<file path="config.mk">
export PLATFORM = sky130hd
export DESIGN_NAME = qpow_seq
export DESIGN_NICKNAME = d
export VERILOG_FILES = /design/src/rtl/qpow_seq.sv
export SDC_FILE = /design/constraint.sdc
export NUM_CORES = 1
export LEC_CHECK = 0
export BUFFER_PORTS_ARGS = -buffer_cell sky130_fd_sc_hd__buf_4
export CAP_MARGIN = 5
export CORE_AREA = 4 4 370 372
export DETAILED_ROUTE_END_ITERATION = 8
export DIE_AREA = 0 0 374 376
export PLACE_DENSITY = 0.3
export SKIP_CTS_REPAIR_TIMING = 1
export SYNTH_ARGS = -nofsm -noshare
export SYNTH_HDL_FRONTEND = slang
export SYNTH_SLANG_ARGS = --single-unit
</file>
<file path="constraint.sdc">
create_clock -name clk -period 4.1 [get_ports clk]
set_input_delay 1.025 -clock clk [delete_from_list [all_inputs] [get_ports clk]]
set_output_delay 1.025 -clock clk [all_outputs]
set_load 0.01 [all_outputs]
</file>
<file path="src/rtl/qpow_seq.sv">
// rtl/qpow_seq.sv - iterated-squaring sequencer, result = in^(2^k) over GF(2^233) via an external quad block
// Optional exponent reduction modulo 233 when QPOW_FROB_REDUCE_EN is defined.
module qpow_seq #(
    parameter int M    = 233,
    parameter int KW   = 8,
    parameter int STEP = 14
) (
    input  logic          clk,
    input  logic          rst_n,
    input  logic          start,
    input  logic [M-1:0]  in,
    input  logic [KW-1:0] k,
    output logic          ready,
    output logic          done,
    output logic [M-1:0]  result,
    output logic          qb_en,
    output logic [M-1:0]  qb_in,
    output logic [3:0]    qb_sel,
    input  logic [M-1:0]  qb_out
);

    typedef enum logic [1:0] {
        IDLE = 2'd0,
        RUN  = 2'd1,
        DONE = 2'd2
    } state_t;

    state_t        state, state_next;
    logic [M-1:0]  acc, acc_next;
    logic [KW-1:0] rem, rem_next;
    logic          done_next;
    logic [KW-1:0] k_eff;
    logic [KW-1:0] pass_pow;
    logic [KW-1:0] rem_after;

    // x^(2^233) = x, so exponents of 233 and above can be folded down once.
`ifdef QPOW_FROB_REDUCE_EN
    assign k_eff = (k >= KW'(233)) ? (k - KW'(233)) : k;
`else
    assign k_eff = k;
`endif

    // Pass power comes from registered rem only, keeping qb_sel free of input paths.
    assign pass_pow  = (rem > KW'(STEP)) ? KW'(STEP) : rem;
    assign rem_after = rem - pass_pow;

    assign ready  = (state == IDLE);
    assign qb_en  = (state == RUN);
    assign qb_sel = (state == RUN) ? pass_pow[3:0] : 4'd0;
    assign qb_in  = acc;
    assign result = acc;

    always_ff @(posedge clk) begin
        if (!rst_n) begin
            state <= IDLE;
            acc   <= '0;
            rem   <= '0;
            done  <= 1'b0;
        end else begin
            state <= state_next;
            acc   <= acc_next;
            rem   <= rem_next;
            done  <= done_next;
        end
    end

    always_comb begin
        state_next = state;
        acc_next   = acc;
        rem_next   = rem;
        done_next  = 1'b0;
        case (state)
            IDLE: begin
                if (start) begin
                    acc_next = in;
                    rem_next = k_eff;
                    if (k_eff == '0) begin
                        state_next = DONE;
                        done_next  = 1'b1;
                    end else begin
                        state_next = RUN;
                    end
                end
            end
            RUN: begin
                acc_next = qb_out;
                rem_next = rem_after;
                if (rem_after == '0) begin
                    state_next = DONE;
                    done_next  = 1'b1;
                end
            end
            DONE: begin
                state_next = IDLE;
            end
            default: begin
                state_next = IDLE;
            end
        endcase
    end

endmodule

</file>
Yosys cells after proc, flatten, opt, wreduce, memory -nomap -nowiden
Index checks and enable logic that the tools add are counted.
- bits in registers: 244
- output and inout port bits: 473
- word-level logic and storage cells: 29
- add/subtract/negate cells: 1
- magnitude comparators: 1
- equal/unequal tests: 3
- mux-type cells: 14
- reduce and logical (&&, ||, !) cells: 6
- operator list (cell ; number):
    $pmux 233 s2 ; 1
    $mux 233 ; 1
    $logic_not 8->1 ; 2
    $mux 8 ; 2
    $pmux 8 s2 ; 1
    $gt 8x4->1 const B ; 1
    $sub 8x8->8 ; 1
    $mux 2 ; 3
    $mux 4 ; 1
    $pmux 2 s2 ; 1
    $reduce_and 2->1 ; 2
    $mux 1 ; 3
    $eq 2x1->1 const B ; 1
    $logic_not 2->1 ; 1
    $ne 2x1->1 const B ; 1
    $ne 2x2->1 const B ; 1
    $pmux 1 s2 ; 1
    $reduce_bool 2->1 ; 1

Depth between registers and ports, before layout
Gate-level depths: netlist of run 1.
- word-level depth: 6
- gate-level depth with buffers: 10
- depth with buffers taken out: 7

Least setup slack after synthesis of run 1
No wires, ideal clock.
- kind: register to output
- start: register rem[7]
- end: output port qb_sel[0]
- arrival time: 1.372 ns
- data required time: 3.075 ns
- setup slack: 1.703 ns
- cell stages (with the launch flop): 5
- path buffers: 2
- cells stage by stage: dfxtp_1 > buf_6 > or4_1 > buf_2 > nor3_1
- longest elaborated chain between the ends: 3
- ends and longest elaborated chain (element ; line ; RTL):
    start, declared ; 30 ; logic [KW-1:0] rem, rem_next;
    start signal, assigned ; 62 ; rem <= rem_next;
    $gt 8x4->1 ; 44 ; assign pass_pow = (rem > KW'(STEP)) ? KW'(STEP) : rem;
    $mux 8 ; 44 ;
    $mux 4 ; 49 ; assign qb_sel = (state == RUN) ? pass_pow[3:0] : 4'd0;
    end, declared ; 18 ; output logic [3:0] qb_sel,
Every way passes these cells.

Worst setup path after layout of run 1
- start: register rem[4]
- end: output port qb_sel[0]
The elaborated chain is that of the path after synthesis.

==> results of run 1 <==
final timing paths:
check | slack, ns | cells after the start | from | end
max | 0.99 | 3 | rem[4]$_SDFFE_PN0P_ | qb_sel[0]
min | 0.52 | 2 | qb_in[134]$_SDFFE_PN0P_ | qb_in[134]$_SDFFE_PN0P_
max reg2reg | 1.56 | 7 | rem[4]$_SDFFE_PN0P_ | done$_SDFF_PN0_
min reg2reg | 0.52 | 2 | qb_in[134]$_SDFFE_PN0P_ | qb_in[134]$_SDFFE_PN0P_
power breakdown:
group / internal [mW] / leakage [nW] / switching, mW
Sequential: 2.71 / 2.03 / 0.458
Combinational: 1.48 / 7.35 / 1.82
Clock: 1.89 / 0.578 / 1.31
final cells by class:
| type | instances | area [µm²] |
|---|---|---|
| diodes | 2 | 5.00 |
| clock buffers | 56 | 1140 |
| clock inverters | 5 | 27.5 |
| fillers | 15400 | 112000 |
| inverters | 3 | 26.3 |
| multi-input cells | 1029 | 5380 |
| flip-flops and latches | 244 | 4880 |
| well taps | 1768 | 2210 |
| repair buffers | 970 | 7410 |
cells in the final DEF (no fill, tap or decap), drive strengths merged, types with 2 or more instances in the layout:
master and instances:
nor2 209, clkbuf 56, clkinv 4, o211a 42
a2bb2o 2, nand2 472, a21boi 2, inv 3
nor4 7, and3 2, o211ai 2, or3 2
nand4 3, a311oi 191, nand2b 2, buf 970
o21a 2, diode 2, mux2i 2, nand3 45
o21ai 5, dfxtp 244, a21oi 11, nor3 6
flip-flops by register name (all words and copies together), names as in the netlist:
register,cells
done,1
state,2
rem,8
qb_in,233
routing by layer:
layer	wire [µm]	global-route usage
met1	38000	0.148
met2	45200	0.210
met3	7420	0.0437
met4	1750	0.0268
met5	42	0
through the flow:
step | total power [mW] | setup slack [ns] | std cells
6_report | 9.67 | 0.988 | 4077
5_1_grt | 10.3 | 0.800 | 4076
4_1_cts | 9.99 | 0.889 | 4075
3_5_place_dp | 6.64 | 1.51 | 4014
3_3_place_gp | 6.66 | 1.51 | 4014
2_1_floorplan | 4.77 | 1.70 | 1649
critical path: stages (launching register included):
cell                      delay (ns)
sky130_fd_sc_hd__dfxtp_1        0.43
sky130_fd_sc_hd__or4_1          0.70
sky130_fd_sc_hd__nor3_1         0.24
sky130_fd_sc_hd__buf_4          0.15
logic make-up (layout without fill, tap and decap cells):
group | count (synthesis) | count (layout) | share of synthesized area
flip-flops | 244 | 244 | 0.388
AO/OA/AOI/OAI | 267 | 267 | 0.185
multiplexers | 2 | 2 | 0.00159
XOR/XNOR | 2 | 2 | 0.00139
AND/OR/NAND/NOR | 756 | 756 | 0.237
adder cells (fa/ha/maj) | 1 | 1 | 0.000995
buffers and inverters | 376 | 1034 | 0.185
other | 1 | 3 | 0.000298
==> flow_metrics.env, run 1 <==
export IMPL_num_rows=134
export IMPL_finalMaxSlewViolations=0
export IMPL_timing_hold_worst_class="reg2reg"
export IMPL_synth_edff_count=0
export IMPL_clkSinkCount=244
export IMPL_clock_insertion_delay_worst_skew_ns=0.57
export IMPL_slew_limit_headroom=0.412
export IMPL_grt_overflow_total=0
export IMPL_cts_htree_levels=2
export IMPL_synthToLayoutAreaGrowth_pct=67.7
export IMPL_finalSetupViolations=0
export IMPL_effective_utilization_at_floorplan=0.0943
export IMPL_post_drt_via_cell_ratio=3.41
export IMPL_number_of_maximum_capacitance_violations=0
export IMPL_grt_util_all_layers=0.123
export IMPL_gp_congestion=0.780
export IMPL_finalNetCount=2762
export IMPL_drtAntennaViolNets=0
export IMPL_drt_wl_total_um=92400
export IMPL_routedWlPerCell_um=22.7
export IMPL_worst_endpoint_required_ns=3.07
export IMPL_slew_at_the_pin_closest_to_its_max_slew_limit_ns=0.883
export IMPL_cp_max_fo=14
export IMPL_die_height_um=376
export IMPL_dpl_cell_area_um2=19900
export IMPL_synth_top_area_cell="sky130_fd_sc_hd__dfxtp_1"
export IMPL_die_area_um2=141000
export IMPL_grt_pass1_wl_um=122000
export IMPL_final_hold_viol_count=0
export IMPL_dieWidth_um=374
export IMPL_pin_count_of_the_biggest_net_entering_global_routing=124
export IMPL_synthArstFlopShare=0
export IMPL_antenna_found_initial=5
export IMPL_avgSynthCellArea_um2=7.62
export IMPL_ys_seq_elements=244
export IMPL_cts_root_to_sink_buffers=3
export IMPL_cts_inserted_buffers=36
export IMPL_synth_top_cells_by_count="472 x sky130_fd_sc_hd__nand2_1, 244 x sky130_fd_sc_hd__dfxtp_1, 234 x sky130_fd_sc_hd__buf_4, 209 x sky130_fd_sc_hd__nor2_1, 191 x sky130_fd_sc_hd__a311oi_1"
export IMPL_synthMostInstantiatedCell="sky130_fd_sc_hd__nand2_1"
export IMPL_fin_setup_tns_ns=0
export IMPL_tritoncts="yes"
export IMPL_synth_top_area_share=0.388
export IMPL_status="finished clean"
export IMPL_fraction_of_final_layout_cells_with_drive_strength_greater_than_1=0.447
export IMPL_detailedRoute_firstIterationViolations=572
export IMPL_achievable_frequency_mhz=321
export IMPL_ys_warn_count=0
export IMPL_power_leakage_nw=9.96
export IMPL_synth_fp_nets=2127
export IMPL_clkTransAtPathRegs_ns=0.06
export IMPL_post_synth_num_cell_types=51
export IMPL_timing_critical_path_to_type="output pin"
export IMPL_timing_critical_path_arrival_ns=2.09
export IMPL_detailedRoute_firstPassIterationCount=5
export IMPL_grt_setup_unrepaired="no"
export IMPL_drt_drc_violations_left=0
export IMPL_ys_top_cells_by_area="sky130_fd_sc_hd__dfxtp_1 39%, sky130_fd_sc_hd__nand2_1 14%, sky130_fd_sc_hd__buf_4 14%"
export IMPL_root_buffer="sky130_fd_sc_hd__clkbuf_16"
export IMPL_final_setup_skew_ns=0.0225
export IMPL_power_density_nw_per_um2=459
export IMPL_critical_path_startpoint_type="flip-flop"
export IMPL_top_level_ports=950
export IMPL_grt_pass1_vias=14100
export IMPL_fin_util=0.158
export IMPL_dominantRegCellSynth="sky130_fd_sc_hd__dfxtp_1"
export IMPL_postLayoutCellArea_um2=21100
export IMPL_num_vias=13900
export IMPL_hpwlAfterDp_um=74900
export IMPL_ys_seq_area_frac=0.388
export IMPL_design_core_area_um2=133000
export IMPL_syn_instance_count=1649
export IMPL_worstSetupPathType="reg2out"
export IMPL_vdd_ir_drop_max_v=0.000245
export IMPL_finalWorstPathRequiredPeriod_ns=3.11
export IMPL_final_min_period_over_clock_period=0.759
export IMPL_io_buffers=949
export IMPL_timing_hold_ws_ns=0.518
export IMPL_syn_area_um2=12600
Power figures use the tool's default switching activity.
==> run 2, diff against run 1 <==
- ABC_AREA: default -> 1
- CORE_AREA: 4 4 370 372 -> 4 4 366 368
- DIE_AREA: 0 0 374 376 -> 0 0 370 372
- clock period: 4.1 -> 2.5 ns (I/O delays scaled with it)
==> flow_metrics.env, run 2 <==
export IMPL_status="finished clean"
export IMPL_top_usage_layer="met2"
export IMPL_finalMaxSlewViolations=0
export IMPL_final_hold_viol_count=0
export IMPL_power_density_nw_per_um2=653
export IMPL_top_level_ports=950
export IMPL_num_vias=13900
export IMPL_dp_cells=4043
export IMPL_fin_util=0.160
export IMPL_crit_path_top_delay_cell="sky130_fd_sc_hd__dfxtp_1"
export IMPL_routedWlPerCell_um=19.9
export IMPL_fin_setup_tns_ns=0
export IMPL_finalNetCount=2807
export IMPL_vdd_ir_drop_max_v=0.000327
export IMPL_grt_setup_unrepaired="no"
export IMPL_worst_endpoint_required_ns=1.88
export IMPL_synth_top_area_share=0.397
export IMPL_commonest_non_fill_non_tap_cell_in_the_layout="sky130_fd_sc_hd__buf_4"
export IMPL_finalWorstPathRequiredPeriod_ns=2.33
export IMPL_dieWidth_um=370
export IMPL_syn_instance_count=1648
export IMPL_critical_path_startpoint_type="flip-flop"
export IMPL_syn_area_um2=12300
export IMPL_timing_hold_ws_ns=0.339
export IMPL_area_of_the_multi_input_gates_um2=4920
export IMPL_grt_pass1_wl_um=109000
export IMPL_pre_cts_slack_ns=0.392
export IMPL_timing_critical_path_arrival_ns=1.70
export IMPL_num_rows=133
export IMPL_drtAntennaViolNets=0
export IMPL_tritoncts="yes"
export IMPL_die_area_um2=138000
export IMPL_ys_seq_elements=244
export IMPL_grtUsageMet1=0.138
export IMPL_synthMostInstantiatedCell="sky130_fd_sc_hd__nand2_1"
export IMPL_antenna_found_initial=2
export IMPL_synth_edff_count=0
export IMPL_io_buffers=949
export IMPL_achievable_frequency_mhz=430
export IMPL_slew_limit_headroom=0.472
export IMPL_ys_seq_area_frac=0.397
export IMPL_grtUsageMet2=0.188
export IMPL_dpl_cell_area_um2=19800
export IMPL_pin_count_of_the_biggest_net_entering_global_routing=116
export IMPL_number_of_maximum_capacitance_violations=0
export IMPL_post_drt_via_cell_ratio=3.40
export IMPL_regArea_um2=4880
export IMPL_cp_max_fo=6
export IMPL_die_height_um=372
export IMPL_timing_critical_path_cells="inv_2 > nand2_2 > nor2_4 > nand2_4 > o21ai_2 > inv_1 > buf_4"
export IMPL_slew_at_the_pin_closest_to_its_max_slew_limit_ns=0.793
export IMPL_final_min_period_over_clock_period=0.931
export IMPL_ys_warn_count=0
export IMPL_non_filler_instance_count_after_layout=4103
export IMPL_clock_insertion_delay_worst_skew_ns=0.56
export IMPL_grt_overflow_total=0
export IMPL_ys_top_cells_by_area="sky130_fd_sc_hd__dfxtp_1 40%, sky130_fd_sc_hd__buf_4 15%, sky130_fd_sc_hd__nand2_1 15%"
export IMPL_gp_congestion=0.801
export IMPL_synth_top_cells_by_count="483 x sky130_fd_sc_hd__nand2_1, 249 x sky130_fd_sc_hd__o21ai_0, 244 x sky130_fd_sc_hd__buf_4, 244 x sky130_fd_sc_hd__dfxtp_1, 234 x sky130_fd_sc_hd__a31oi_1"
export IMPL_design_core_area_um2=131000
export IMPL_timing_hold_worst_class="in2reg"
export IMPL_synthArstFlopShare=0
export IMPL_root_buffer="sky130_fd_sc_hd__clkbuf_16"
export IMPL_timing_critical_path_to_type="output pin"
export IMPL_worstSetupPathType="reg2out"
export IMPL_clkSinkCount=244
export IMPL_grt_pass1_vias=13900
export IMPL_fraction_of_final_layout_cells_with_drive_strength_greater_than_1=0.462
export IMPL_power_leakage_nw=9.51
export IMPL_drt_wl_total_um=81500
export IMPL_detailedRoute_firstIterationViolations=731
export IMPL_avgSynthCellArea_um2=7.46
export IMPL_cts_htree_levels=2
export IMPL_final_cell_mix="992 x sky130_fd_sc_hd__buf_4, 483 x sky130_fd_sc_hd__nand2_1, 246 x sky130_fd_sc_hd__o21ai_0"
export IMPL_grt_util_met3=0.0308
export IMPL_finalSetupViolations=0
export IMPL_synthToLayoutAreaGrowth_pct=70.3
export IMPL_worst_path_buf_inv=3
export IMPL_grt_util_all_layers=0.110
export IMPL_hpwlAfterDp_um=66300
export IMPL_post_layout_total_power_mw=13.7
export IMPL_fillerInstances=15200
export IMPL_drt_drc_violations_left=0
export IMPL_effective_utilization_at_floorplan=0.0940
export IMPL_setup_slack_ns=0.173
export IMPL_largest_register_ffs=233
export IMPL_post_synth_num_cell_types=31
export IMPL_cts_inserted_buffers=36
export IMPL_dominantRegCellSynth="sky130_fd_sc_hd__dfxtp_1"
export IMPL_final_setup_skew_ns=0.00742
export IMPL_synth_top_area_cell="sky130_fd_sc_hd__dfxtp_1"
export IMPL_postLayoutCellArea_um2=20900
export IMPL_synth_fp_nets=2126
export IMPL_detailedRoute_firstPassIterationCount=5
export IMPL_critical_path_max_stage_delay_ns=0.37
export IMPL_cpLargestDelayFamily="flip-flops"
export IMPL_cts_root_to_sink_buffers=3
export IMPL_clkTransAtPathRegs_ns=0.06
## run 2: changes by cell type after synthesis, sizes merged, moves of 4 or more
cell    delta
nor2     -198
inv       +13
nor4       -5
buf       +46
nand3     -37
clkbuf    -52
a31oi    +234
o211a     -42
nand2     +20
a311oi   -191
nor3       -4
o21ai    +247
## run 2: final timing paths
kind,from,to,slack [ns],depth (start not counted)
max,rem[4]$_SDFFE_PN0P_,qb_sel[2],0.17,7
min,in[195],qb_in[195]$_SDFFE_PN0P_,0.34,3
max reg2reg,state[0]$_SDFFE_PN0P_,qb_in[154]$_SDFFE_PN0P_,0.49,7
min reg2reg,rem[6]$_SDFFE_PN0P_,rem[6]$_SDFFE_PN0P_,0.51,2
## run 2: logic make-up (layout without fill, tap and decap cells)
logic type      Yosys count  in the layout  synth area share
fa+ha+maj                 1              1           0.00102
other cells               1              2          0.000305
flops                   244            244             0.397
compound gates          501            501             0.231
simple gates            516            516             0.167
buf+inv                 385           1084             0.204
## run 2: report_power, final
group | leakage [nW] | switching, mW | internal, mW
clock | 0.521 | 2.09 | 2.87
combinational | 6.96 | 1.98 | 1.89
sequential | 2.03 | 0.528 | 4.30
## run 2: worst min-delay path: cells and delay by family
family / cells / cell delay, ns
AOI/OAI and AO/OA: 1 / 0.07
buffers and inverters: 1 / 0.11
and+or+nand+nor: 1 / 0.05
## run 2: per-layer routing
layer  wire length [µm]  share of wire
met1              34600           0.42
met2              39900           0.49
met3               5800          0.071
met4               1250          0.015
met5                  0              0
## run 2: cell type report
type	instances	share of cell area
Timing Repair Buffer	1010	0.372
Multi-Input combinational cell	1019	0.235
Sequential cell	244	0.233
Tap cell	1755	0.105
Clock buffer	48	0.0476
Inverter	18	0.00358
Clock inverter	8	0.00335
Antenna cell	1	0.000119
